==> src/rtl/child_fanin_collector_pkg.sv <==
// Shared defaults and index/counter types for the child fan-in collector.
package fanin_pkg;
    localparam int N_CHILD_DEF = 5;
    localparam int CNT_W_DEF   = 16;
    localparam int SRC_W       = $clog2(N_CHILD_DEF);

    typedef logic [SRC_W-1:0]     src_idx_t;
    typedef logic [CNT_W_DEF-1:0] grant_cnt_t;
endpackage

==> src/rtl/rr_arbiter_n.sv <==
// Combinational round-robin arbiter.
// The scan starts at ptr and wraps modulo N; the grant is gated by en.
module rr_arbiter_n #(
    parameter int N   = 5,
    parameter int IDX_W = $clog2(N)
) (
    input  logic [N-1:0]     req,
    input  logic [IDX_W-1:0] ptr,
    input  logic             en,
    output logic [N-1:0]     grant,
    output logic [IDX_W-1:0] idx,
    output logic             any
);
    int unsigned k;

    always_comb begin
        grant = '0;
        idx   = '0;
        any   = 1'b0;
        k     = 0;
        for (int unsigned i = 0; i < N; i++) begin
            k = (32'(ptr) + i) % N;
            if (!any && req[IDX_W'(k)]) begin
                any = 1'b1;
                idx = IDX_W'(k);
            end
        end
        if (en && any) begin
            grant[idx] = 1'b1;
        end
    end
endmodule

==> src/rtl/child_fanin_collector.sv <==
// Collects result words from N_CHILD children into one registered, source-tagged
// upstream stream with round-robin arbitration and per-child grant counters.
module child_fanin_collector
    import fanin_pkg::*;
#(
    parameter int N_CHILD = N_CHILD_DEF,
    parameter int DATA_W  = 16,
    parameter int CNT_W   = CNT_W_DEF
) (
    input  logic                             clk,
    input  logic                             rst_n,
    input  logic [N_CHILD-1:0]               child_valid,
    input  logic [N_CHILD-1:0][DATA_W-1:0]   child_data,
    output logic [N_CHILD-1:0]               child_ready,
    output logic                             up_valid,
    output logic [DATA_W-1:0]                up_data,
    output logic [$clog2(N_CHILD)-1:0]       up_src,
    input  logic                             up_ready,
    input  logic [$clog2(N_CHILD)-1:0]       cnt_sel,
    output logic [CNT_W-1:0]                 cnt_data,
    input  logic                             cnt_clr
);
    localparam int IDX_W = $clog2(N_CHILD);

    logic [IDX_W-1:0] rr_ptr;
    logic [IDX_W-1:0] win;
    logic             any_req;
    logic             load;
    logic             take;
    logic [CNT_W-1:0] cnt [N_CHILD];

    // Gating load with rst_n keeps child_ready low during a reset cycle.
    assign load = rst_n && (!up_valid || up_ready);
    assign take = load && any_req;

    rr_arbiter_n #(
        .N     (N_CHILD),
        .IDX_W (IDX_W)
    ) u_arb (
        .req   (child_valid),
        .ptr   (rr_ptr),
        .en    (load),
        .grant (child_ready),
        .idx   (win),
        .any   (any_req)
    );

    always_ff @(posedge clk) begin
        if (!rst_n) begin
            up_valid <= 1'b0;
            up_data  <= '0;
            up_src   <= '0;
            rr_ptr   <= '0;
            for (int unsigned i = 0; i < N_CHILD; i++) begin
                cnt[i] <= '0;
            end
        end else begin
            if (load) begin
                if (any_req) begin
                    up_valid <= 1'b1;
                    up_data  <= child_data[win];
                    up_src   <= win;
                    rr_ptr   <= (win == IDX_W'(N_CHILD - 1)) ? '0 : win + 1'b1;
                end else begin
                    up_valid <= 1'b0;
                end
            end
            // Clear takes priority over a grant landing in the same cycle.
            for (int unsigned i = 0; i < N_CHILD; i++) begin
                if (cnt_clr) begin
                    cnt[i] <= '0;
                end else if (take && win == IDX_W'(i) && cnt[i] != '1) begin
                    cnt[i] <= cnt[i] + 1'b1;
                end
            end
        end
    end

    always_comb begin
        cnt_data = '0;
        if (32'(cnt_sel) < N_CHILD) begin
            cnt_data = cnt[cnt_sel];
        end
    end
endmodule

==> config.mk <==
export PLATFORM = sky130hd
export DESIGN_NAME = child_fanin_collector
export DESIGN_NICKNAME = d
export VERILOG_FILES = /design/src/rtl/child_fanin_collector_pkg.sv /design/src/rtl/rr_arbiter_n.sv /design/src/rtl/child_fanin_collector.sv
export SDC_FILE = /design/constraint.sdc
export NUM_CORES = 1
export LEC_CHECK = 0
export ABC_CLOCK_PERIOD_IN_PS = 6800
export BUFFER_PORTS_ARGS = -buffer_cell sky130_fd_sc_hd__buf_2
export CORE_UTILIZATION = 40
export CTS_BUF_LIST = sky130_fd_sc_hd__clkbuf_16
export DETAILED_ROUTE_END_ITERATION = 8
export GPL_TIMING_DRIVEN = 0
export PLACE_DENSITY_LB_ADDON = 0.3
export SLEW_MARGIN = 20
export SYNTH_ARGS = -nofsm -noshare
export SYNTH_HDL_FRONTEND = slang
export SYNTH_SLANG_ARGS = --single-unit
==> constraint.sdc <==
create_clock -name clk -period 6.8 [get_ports clk]
set_clock_uncertainty 0.1 [all_clocks]
set_input_delay 1.36 -clock clk [delete_from_list [all_inputs] [get_ports clk]]
set_output_delay 1.36 -clock clk [all_outputs]
set_load 0.02 [all_outputs]
# Word-level counts from Yosys, hierarchy flattened
# Memories as Yosys holds them, arrays and structs flattened.
# Index checks and enable logic that the tools add are counted.
# W data, S select, Z words.
[totals]
regBits = 23
latch_bits = 0
mem_bits_rw = 80
mem_bits_ro = 0
inputBits = 92
out_inout_bits = 41
wordCells = 134
memories = 1
[classes]
add_sub_neg = 10
multipliers = 0
div_mod_pow = 5
order_cmp = 8
n_eq_ne = 9
shift = 0
n_mux = 62
bitwise = 10
n_reduce_logical = 25
[memory_table]
columns = ["name", "words", "word_bits", "read_ports", "rd_ports_with_merged_regs", "write_ports", "line", "source"]
rows = [
  ["cnt", 5, 16, 6, 0, 5, "child_fanin_collector.sv:30", "logic [CNT_W-1:0] cnt [N_CHILD];"],
]
[ops]
columns = ["cell", "n"]
rows = [
  ["$mux W16", 12],
  ["$mod A32 B3 Y32 const B", 4],
  ["$add A16 B1 Y16 const B", 5],
  ["$ne A16 B16 Y1 const B", 5],
  ["$bmux W16 S3", 1],
  ["$mux W1", 36],
  ["$mod A3 B3 Y32 const B", 1],
  ["$lt A3 B4 Y1 const B", 6],
  ["$mux W3", 6],
  ["$logic_and A1 B1 Y1", 17],
  ["$bmux W1 S3", 5],
  ["$or A1 B1 Y1", 10],
  ["$add A3 B2 Y4 const B", 2],
  ["$eq A3 B2 Y1 const B", 2],
  ["$logic_not A1 Y1", 5],
  ["$mux W5", 1],
  ["$add A3 B1 Y4 const B", 1],
  ["$add A3 B3 Y4 const B", 1],
  ["$add A3 B1 Y3 const B", 1],
  ["$demux W1 S3", 1],
  ["$eq A3 B1 Y1 const B", 1],
  ["$eq A3 B3 Y1 const B", 1],
  ["$ge A3 B1 Y1 const B", 1],
  ["$logic_not A3 Y1", 1],
  ["3 further kinds", 3],
]

# Depth between registers and ports, before layout
# Gate-level depths: netlist of the first run.
[logic_depth]
ltp_word = 24
mapped_depth = 30

# Hierarchy
# Synthesis of the first run repeated with hierarchy kept, for this count alone.
[hier_totals]
hier_cells = 820
hier_area_um2 = 7847.5
[by_module_without_submodules]
columns = ["mod", "instances", "cells_each", "area_per_inst_um2"]
rows = [
  ["child_fanin_collector", 1, 607, 6287.3],
  ["rr_arbiter_n", 1, 213, 1560.2],
]

# Worst setup path before layout of the first run
# OpenSTA, ideal clock, no wires.
[synth_path]
path_kind = "register to output"
startpoint = "register rr_ptr[0]"
endpoint = "output child_ready[0]"
arrival_time_ps = 5975
slack_ps = -635
stages_incl_launch_ff = 26
path_cell_list = "dfxtp_1 > buf_2 > buf_2 > buf_2 > buf_1 > inv_1 > ha_1 > buf_2 > xnor2_1 > inv_1 > ha_1 > nor2_1 > a21oi_1 > xnor2_1 > ha_1 > nand2b_1 > a221oi_2 > a21o_1 > a31oi_1 > o2111a_1 > o2111ai_1 > o311ai_1 > o221ai_2 > inv_2 > clkbuf_1 > nor4_1"
[synth_between]
elab_chain_len = 21
elab_cells_between_ends = 44
classes_between = "add/sub (4); div (5); order compare (2); mux (23); reduce/logical (10)"
[synth_rtl]
columns = ["item", "line", "source"]
rows = [
  ["start: declaration", "child_fanin_collector.sv:25", "logic [IDX_W-1:0] rr_ptr;"],
  ["start signal: assignment", "child_fanin_collector.sv:63", "rr_ptr <= (win == IDX_W'(N_CHILD - 1)) ? '0 : win + 1'b1;"],
  ["parallel branches: the longest is 15 deep, another holds $mod A32 B3 Y32", "--", ""],
  ["$mux W3 *", "rr_arbiter_n.sv:23", "if (!any && req[IDX_W'(k)]) begin"],
  ["named net u_arb.idx[0]", "rr_arbiter_n.sv:11", "output logic [IDX_W-1:0] idx,"],
  ["$lt A3 B4 Y1 (implied by the code) or $ge A3 B1 Y1 (tied branches)", "rr_arbiter_n.sv:29", "grant[idx] = 1'b1;"],
  ["$logic_and A1 B1 Y1 (implied by the code)", "rr_arbiter_n.sv:29", ""],
  ["$mux W1 (implied by the code)", "rr_arbiter_n.sv:29", ""],
  ["$demux W1 S3 *", "--", ""],
  ["$mux W5 *", "rr_arbiter_n.sv:28", "if (en && any) begin"],
  ["end: declaration", "child_fanin_collector.sv:14", "output logic [N_CHILD-1:0] child_ready,"],
]
# Mark *: on every way through the listed nets, which the timed path passes. The select of a mux whose other input is x is not followed.

# Final worst setup path of the first run
[layout_path]
startpoint = "register rr_ptr[1]"
endpoint = "output child_ready[3]"
# Same word-level chain as after synthesis.

==> reports/results.ini, run 1 <==
[cts]
cts.path.max_buffers = 2
clk_pin_slew_worst_paths_ps = 70
hold_buffers = 0
clock_latency_ps = 360
root_buffer = clkbuf_16
cts_sinks = 103
cts.htree.levels = 3
cts_made_buffers = 9
cts_tree = done

[grt]
grt_max_degree = 18
grt_pass1_vias = 6714
grt_usage_pct = 22.73
grt_pass1_wl_mm = 35.71
overflow = 0
antenna_found_initial = 0

[die]
start_util_pct = 41.41
die_area_mm2 = 0.02019
die-height_um = 142.1
rows = 50
core_area_mm2 = 0.01896
io_pins = 133
die_w_um = 142.1

[synthesis]
ys_seq_area_share_pct = 36.47
async_flop_share_pct = 0
synth_area_per_cell_um2 = 9.065
ys_dominant_reg_cell = edfxtp_1
synth.distinct_cells = 70
synth_warnings = 0
syn_inst = 866
netlist_area_mm2 = 0.007850
syn_nets = 990
synth-edff-count = 80
ys_ff_latch = 103

[power_and_ir_drop]
ir_drop_uv = 237.2
power_frac_clock_pct = 12.7
combPwrFrac_pct = 63.8
power_density_mw_per_mm2 = 428.0
switching_power_uw = 1932
seqPwrFrac_pct = 23.5
p_int_uw = 2234
p_leak_uw = 0.003749
switching_share_pct = 46.37

[timing]
period_minus_slack_ps = 6579
fin_crit_sh_pct = 96.75
timing.final.hold_violations = 0
setup_slack_ps = 220.9
tightest_slew_ps = 700.6
slew-limit-headroom_pct = 51.96
setup_violations = 0
timing.hold.ws_ps = 364.3
timing.fmax_mhz = 152.0
fin_setup_tns_ps = 0
maxSlewViolCount = 0

[layout]
areaGrowthSynthToFinish_pct = 23.97
antennaDiodeCount = 0
drive_gt1_share_pct = 26.73
fin_nets = 1159
fin_util_pct = 51.34

[routing]
wire_per_inst_um = 17.66
drt_iter0_markers = 559
drt-pass1-iter-count = 5
via_per_inst = 5.739
num_vias = 7461
antenna_left = 0
wl_mm = 22.96
drc = 0

[setup_path]
cp.required_ps = 5340
crit_type = reg -> out
worstRegToRegCells = 22
crit_path_max_fanout = 10
r2r_start = rr_ptr[0]$_SDFFE_PN0P_
critPathLaunchType = flop
cp-end-kind = output pin
setup.reg_to_reg.worst_slack_ps = 390
r2r-end = cnt[4][12]$_SDFFCE_PN0P_
critical_path_arrival_ps = 5120

[flow_run]
cap_violations = 0

[place]
gp_congestion = 0.8669
port_buffers = 127
hpwl_mm = 16.98
place_ws_ps = -1585

[run_status]
status = complete, no violations

[worst_hold_path]
min_to = up_src[0]$_SDFFE_PN0P_
worstHoldPathType = reg -> reg
holdPathStages = 2
min-delay-start = up_src[0]$_SDFFE_PN0P_

synthesized netlist by cell type, types with 4 or more instances:
| cell type | number | area (um^2) |
|---|---|---|
| edfxtp_1 | 80 | 2402 |
| and2_1 | 6 | 37.54 |
| nor2b_1 | 9 | 56.30 |
| xnor2_1 | 35 | 306.5 |
| mux2_2 | 6 | 67.56 |
| a211oi_1 | 6 | 45.04 |
| a21oi_1 | 26 | 130.1 |
| ha_1 | 31 | 387.9 |
| nor2_1 | 119 | 446.7 |
| inv_1 | 41 | 153.9 |
| nor4_1 | 4 | 25.02 |
| buf_1 | 5 | 18.77 |
| a211o_1 | 11 | 96.34 |
| a221oi_1 | 22 | 192.7 |
| a32o_1 | 6 | 60.06 |
| nor3_1 | 20 | 100.1 |
| mux4_2 | 18 | 405.4 |
| nand2_1 | 68 | 255.2 |
| o211ai_1 | 7 | 52.55 |
| nand3_1 | 68 | 340.3 |
| xor2_1 | 41 | 359.1 |
| a31oi_1 | 7 | 43.79 |
| clkbuf_1 | 25 | 93.84 |
| mux2i_1 | 10 | 100.1 |
| o21ai_0 | 32 | 160.2 |
| a21boi_0 | 4 | 30.03 |
| nand4_1 | 13 | 81.33 |
| buf_2 | 19 | 95.09 |
| or2_2 | 7 | 43.79 |
| and3_1 | 23 | 143.9 |
| nand2b_1 | 8 | 50.05 |
| dfxtp_1 | 23 | 460.4 |
| a2111oi_0 | 5 | 43.79 |
sequential cells by signal, summed over array words and instances (netlist names):
register	flops
rr_ptr	3
up_valid	1
up_data	16
up_src	3
cnt	80
timing repair:
action | CTS | global route
setup endpoints to repair | 184 | 93
buffers inserted | 31 | 4
gates resized for setup | 50 | 34
pin swaps | 11 | 18
worst max-delay path, stage by stage, from the launching register on:
cell and delay (ps):
dfxtp_2 390, buf_6 170, clkinvlp_4 210, ha_4 220, buf_6 140, xnor2_4 170
inv_2 80, ha_4 180, nor2_4 120, a21oi_2 80, xnor2_2 230, ha_2 260
nand2b_4 80, a221oi_4 330, a31oi_2 140, buf_4 170, buf_4 120, buf_4 120
buf_4 120, buf_4 120, o21a_1 110, o311a_1 390, a21oi_4 250, buf_8 140
inv_1 100, nor2_2 140, buf_2 180
logic make-up (layout without fill, tap and decap cells):
logic type / Yosys count / in the layout / share of synthesized area (%)
simple gates: 360 / 360 / 21.66
compound gates: 167 / 167 / 15.94
flops: 103 / 103 / 36.47
buf+inv: 93 / 267 / 4.750
xor+xnor: 77 / 77 / 8.687
mux: 34 / 34 / 7.300
fa+ha+maj: 32 / 32 / 5.196
area by class of cell:
type / count / area, um^2
inverter: 44 / 176.4
buffer: 45 / 265.3
multi-input combinational: 670 / 4880
tap: 260 / 325.3
clock buffer: 9 / 225.2
timing repair buffer: 162 / 913.4
clock inverter: 7 / 75.07
fill: 1745 / 9224
sequential: 103 / 2872
power groups by stage:
stage / Sequential, uW / Combinational (uW) / Clock [uW]
2_1_floorplan: 1000 / 1520 / 0
3_3_place_gp: 981 / 2120 / 0
3_5_place_dp: 983 / 2140 / 0
4_1_cts: 973 / 2480 / 537
5_1_grt: 994 / 2850 / 563
6_report: 979 / 2660 / 529
layer usage:
layer / share of wire, % / global-route usage [%] / vias up
met5: 0 / 0 / -
li1: - / - / 3525
met4: 2.1 / 7.018 / 0
met3: 6.4 / 3.869 / 40
met1: 45 / 32.83 / 3604
met2: 46 / 34.49 / 292
per-stage QoR:
step / std cells / power (uW) / cell area (um^2)
4_1_cts: 1299 / 3991 / 9605
3_5_place_dp: 1253 / 3124 / 8881
3_3_place_gp: 1253 / 3103 / 8881
2_1_floorplan: 866 / 2517 / 7920
5_1_grt: 1300 / 4408 / 9732
6_report: 1300 / 4166 / 9732
cell usage in the layout, fill, tap and decap left out, types with 4 or more instances in the layout:
| cell | n |
|---|---|
| ha_4 | 4 |
| a21oi_2 | 4 |
| a2111oi_0 | 5 |
| nand2b_1 | 7 |
| a211o_1 | 11 |
| buf_1 | 4 |
| nor2b_1 | 9 |
| mux2i_1 | 10 |
| nor2_1 | 117 |
| clkinvlp_4 | 5 |
| nand2_1 | 66 |
| or2_2 | 6 |
| buf_6 | 5 |
| nand3_1 | 68 |
| buf_2 | 135 |
| inv_1 | 38 |
| edfxtp_1 | 80 |
| a31oi_1 | 6 |
| dfxtp_1 | 20 |
| o211ai_1 | 7 |
| a221oi_1 | 22 |
| clkbuf_16 | 9 |
| ha_1 | 26 |
| xnor2_1 | 33 |
| and2_1 | 6 |
| mux4_2 | 18 |
| buf_8 | 4 |
| buf_4 | 37 |
| and3_1 | 23 |
| a21oi_1 | 22 |
| xor2_1 | 41 |
| nor3_1 | 16 |
| mux2_2 | 6 |
| nand4_1 | 13 |
| a32o_1 | 6 |
| a211oi_1 | 6 |
| clkbuf_1 | 19 |
| o21ai_0 | 32 |
worst max path at each step:
stage / end / slack (ps) / from / cells after the start
global placement: cnt[4][12]$_SDFFCE_PN0P_ / -1480 / rr_ptr[0]$_SDFFE_PN0P_ / 29
floorplan: child_ready[0] / 30 / rr_ptr[0]$_SDFFE_PN0P_ / 25
global route: child_ready[0] / -4 / rr_ptr[1]$_SDFFE_PN0P_ / 24
CTS: child_ready[1] / 2 / rr_ptr[0]$_SDFFE_PN0P_ / 27
finish: child_ready[3] / 220 / rr_ptr[1]$_SDFFE_PN0P_ / 26
detailed placement: cnt[3][4]$_SDFFCE_PN0P_ / -1590 / rr_ptr[0]$_SDFFE_PN0P_ / 28
Power figures use the tool's default switching activity.
==> run 2, diff against run 1 <==
==> constraint.sdc (replaced) <==
create_clock -name clk -period 6.8 [get_ports clk]
set_clock_uncertainty 0.1 [all_clocks]
set_input_delay 2.04 -clock clk [delete_from_list [all_inputs] [get_ports clk]]
set_output_delay 2.04 -clock clk [all_outputs]
set_load 0.02 [all_outputs]
==> run 2 against run 1 <==
  * The flow now finishes with violations (setup timing)
  * Sequential power is essentially flat
  * First-iteration DRC count grew 4.1%
  * Sequential share of layout area shrank 0.85 points
  * Fmax shrank 5.7%
  * Power grew 4.2%
  * Critical path depth shrank 2
  * Routed wire length grew 2.0%
  * Critical path type unchanged
  * Worst setup slack lost 400 ps
  * Critical endpoint unchanged
  * Largest power group unchanged
  * Combinational power grew 7.9%
  * Flip-flop and latch count is the same
  * Core utilization grew 1.6 points
  * Final cell count grew 1.9%
  * Largest cell class unchanged
==> reports/results.ini, run 2 (synthesis results as in run 1) <==
[place]
gp_congestion = 0.8821  ; was 0.8669
hpwl_mm = 17.18  ; was 16.98 mm
dpl_cell_area_mm2 = 0.009009  ; was 0.008881 mm^2
place_ws_ps = -1235  ; was -1585 ps
port_buffers = 127  ; unchanged

[timing]
tightest_slew_ps = 736.6  ; was 700.6 ps
timing.final.hold_violations = 0  ; unchanged
period_minus_slack_ps = 6979  ; was 6579 ps
setup_violations = 4  ; was 0
setup_slack_ps = -179.2  ; was 220.9 ps
slew-limit-headroom_pct = 49.49  ; was 51.96%
timing.fmax_mhz = 143.3  ; was 152.0 MHz
maxSlewViolCount = 0  ; unchanged
rsz0062_at_grt = yes
fin_setup_tns_ps = -645.9  ; was 0 ps
fin_crit_sh_pct = 102.6  ; was 96.75%

[cts]
hold_buffers = 0  ; unchanged
root_buffer = clkbuf_16  ; unchanged
clk_pin_slew_worst_paths_ps = 70  ; about the same
cts_sinks = 103  ; unchanged
cts.htree.levels = 3  ; unchanged
cts.path.max_buffers = 2  ; unchanged
cts_tree = done  ; unchanged
cts_made_buffers = 9  ; unchanged
clock_latency_ps = 350  ; was 360 ps

[grt]
grt_max_degree = 17  ; was 18
overflow = 0  ; unchanged
grt_usage_pct = 22.78  ; was 22.73%
antenna_found_initial = 1  ; was 0
grt_pass1_vias = 6820  ; was 6714
grt_pass1_wl_mm = 36.25  ; was 35.71 mm

[routing]
wl_mm = 23.43  ; was 22.96 mm
wire_per_inst_um = 17.68  ; was 17.66 um
drt-pass1-iter-count = 5  ; unchanged
drc = 0  ; unchanged
via_per_inst = 5.703  ; was 5.739
num_vias = 7556  ; was 7461
drt_iter0_markers = 582  ; was 559
antenna_left = 0  ; unchanged

[die]
rows = 50  ; unchanged
core_area_mm2 = 0.01896  ; unchanged
io_pins = 133  ; unchanged
die-height_um = 142.1  ; unchanged
start_util_pct = 41.41  ; unchanged
die_w_um = 142.1  ; unchanged
die_area_mm2 = 0.02019  ; unchanged

[setup_path]
critPathLaunchType = flop  ; unchanged
worstRegToRegCells = 28  ; was 22
crit_type = reg -> out  ; unchanged
r2r-end = cnt[4][10]$_SDFFCE_PN0P_  ; was cnt[4][12]$_SDFFCE_PN0P_
crit_path_max_fanout = 6  ; was 10
r2r_start = rr_ptr[1]$_SDFFE_PN0P_  ; was rr_ptr[0]$_SDFFE_PN0P_
setup.worst_path.start = rr_ptr[1]$_SDFFE_PN0P_  ; unchanged
setup.reg_to_reg.worst_slack_ps = 370  ; was 390 ps
cp.required_ps = 4660  ; was 5340 ps
critical_path_arrival_ps = 4840  ; was 5120 ps
cp-end-kind = output pin  ; unchanged

[power_and_ir_drop]
seqPwrFrac_pct = 22.5  ; was 23.5%
p_leak_uw = 0.003918  ; was 0.003749 uW
switching_share_pct = 45.66  ; was 46.37%
power_frac_clock_pct = 11.3  ; was 12.7%
switching_power_uw = 1982  ; was 1932 uW
power_density_mw_per_mm2 = 432.9  ; was 428.0 mW/mm^2
ir_drop_uv = 221.3  ; was 237.2 uV
p_int_uw = 2359  ; was 2234 uW
combPwrFrac_pct = 66.2  ; was 63.8%

[layout]
drive_gt1_share_pct = 28.67  ; was 26.73%
fin_nets = 1183  ; was 1159
top_register = cnt  ; unchanged
final_common_cell = buf_2  ; unchanged
fillerInstances = 1719  ; was 1745
largest_reg_flops = 80  ; unchanged
areaGrowthSynthToFinish_pct = 27.75  ; was 23.97%
finish.instance_area_mm2 = 0.01003  ; was 0.009732 mm^2
reg_top3 = cnt (80), up_data (16)  ; unchanged
layout_common_cells = buf_2 (134), nor2_1 (117), edfxtp_1 (80), nand3_1 (68), nand2_1 (66)  ; was buf_2 (135), nor2_1 (117), edfxtp_1 (80), nand3_1 (68), nand2_1 (66)

[worst_hold_path]
holdPathStages = 2  ; unchanged
min-delay-start = up_src[0]$_SDFFE_PN0P_  ; unchanged
worstHoldPathType = reg -> reg  ; unchanged
min_to = up_src[0]$_SDFFE_PN0P_  ; unchanged

[flow_run]
cap_violations = 0  ; unchanged

[run_status]
violations = setup timing
status = finished, violations left  ; was complete, no violations

run 2: cell types whose count changed in the layout (fill, tap and decap cells not counted), moves of 4 or more:
cell and delta:
o21ai_0 -4, buf_4 +21, buf_6 +4, o21ai_1 +4
run 2: worst max-delay path by stage:
stage | depth (start not counted) | end | slack [ps]
finish | 24 | child_ready[3] | -180
global route | 21 | child_ready[1] | -420
CTS | 27 | child_ready[2] | -230
detailed placement | 24 | child_ready[2] | -1230
global placement | 24 | child_ready[2] | -1210
floorplan | 23 | child_ready[2] | 7
run 2: per-layer routing:
layer  wire (um)  global-route usage [%]  share of wire [%]  vias up
li1            -                       -                  -     3573
met1       10570                   32.91                 45     3661
met2       10990                   35.76                 47      278
met3        1408                   2.624                6.0       44
met4         461                   6.565                2.0        0
met5           0                       0                  0        -
run 2: through the flow:
stage	cells	util, %	total power [uW]	hold slack, ps
2_1_floorplan	866	-	2618	433.0
3_3_place_gp	1253	47.52	3206	338.8
3_5_place_dp	1253	47.52	3225	346.7
4_1_cts	1306	51.81	4123	359.1
5_1_grt	1325	52.90	4592	386.8
6_report	1325	52.90	4341	357.7
run 2: cell type report:
class	count	area, um^2	share of cell area (%)
multi-input combinational	670	4947	49.33
sequential	103	2874	28.66
timing repair buffer	186	1111	11.08
tap	260	325.3	3.244
buffer	45	307.8	3.069
clock buffer	10	250.2	2.495
inverter	44	186.4	1.859
clock inverter	6	23.77	0.2371
antenna	1	2.502	0.02495
run 2: worst max-delay path, cell delays in order, from the launching register on:
cell and delay (ps):
dfxtp_4 380, clkbuf_16 140, clkinvlp_4 160, ha_4 230, xnor2_4 190, inv_4 50
ha_4 160, nor2_4 110, a21oi_4 80, xnor2_2 220, ha_2 250, nand2b_4 70
a221oi_4 310, a21o_1 270, a31oi_1 120, o2111a_2 320, buf_6 130, o21a_1 180
o311a_1 330, a21oi_4 170, buf_8 140, clkinvlp_4 110, buf_4 160, nor2_4 70
buf_6 120
run 2: power groups by stage:
stage / Sequential (uW) / Combinational [uW] / Clock, uW
floorplan: 1000 / 1620 / 0
global placement: 981 / 2220 / 0
detailed placement: 984 / 2240 / 0
CTS: 975 / 2660 / 491
global route: 996 / 3080 / 514
finish: 978 / 2870 / 489
run 2: what timing repair did:
action | 4_1_cts | 5_1_grt
buffers inserted | 39 | 20
resized for setup | 55 | 26
pin swaps | 20 | 25
endpoints found under the setup margin | 101 | 21
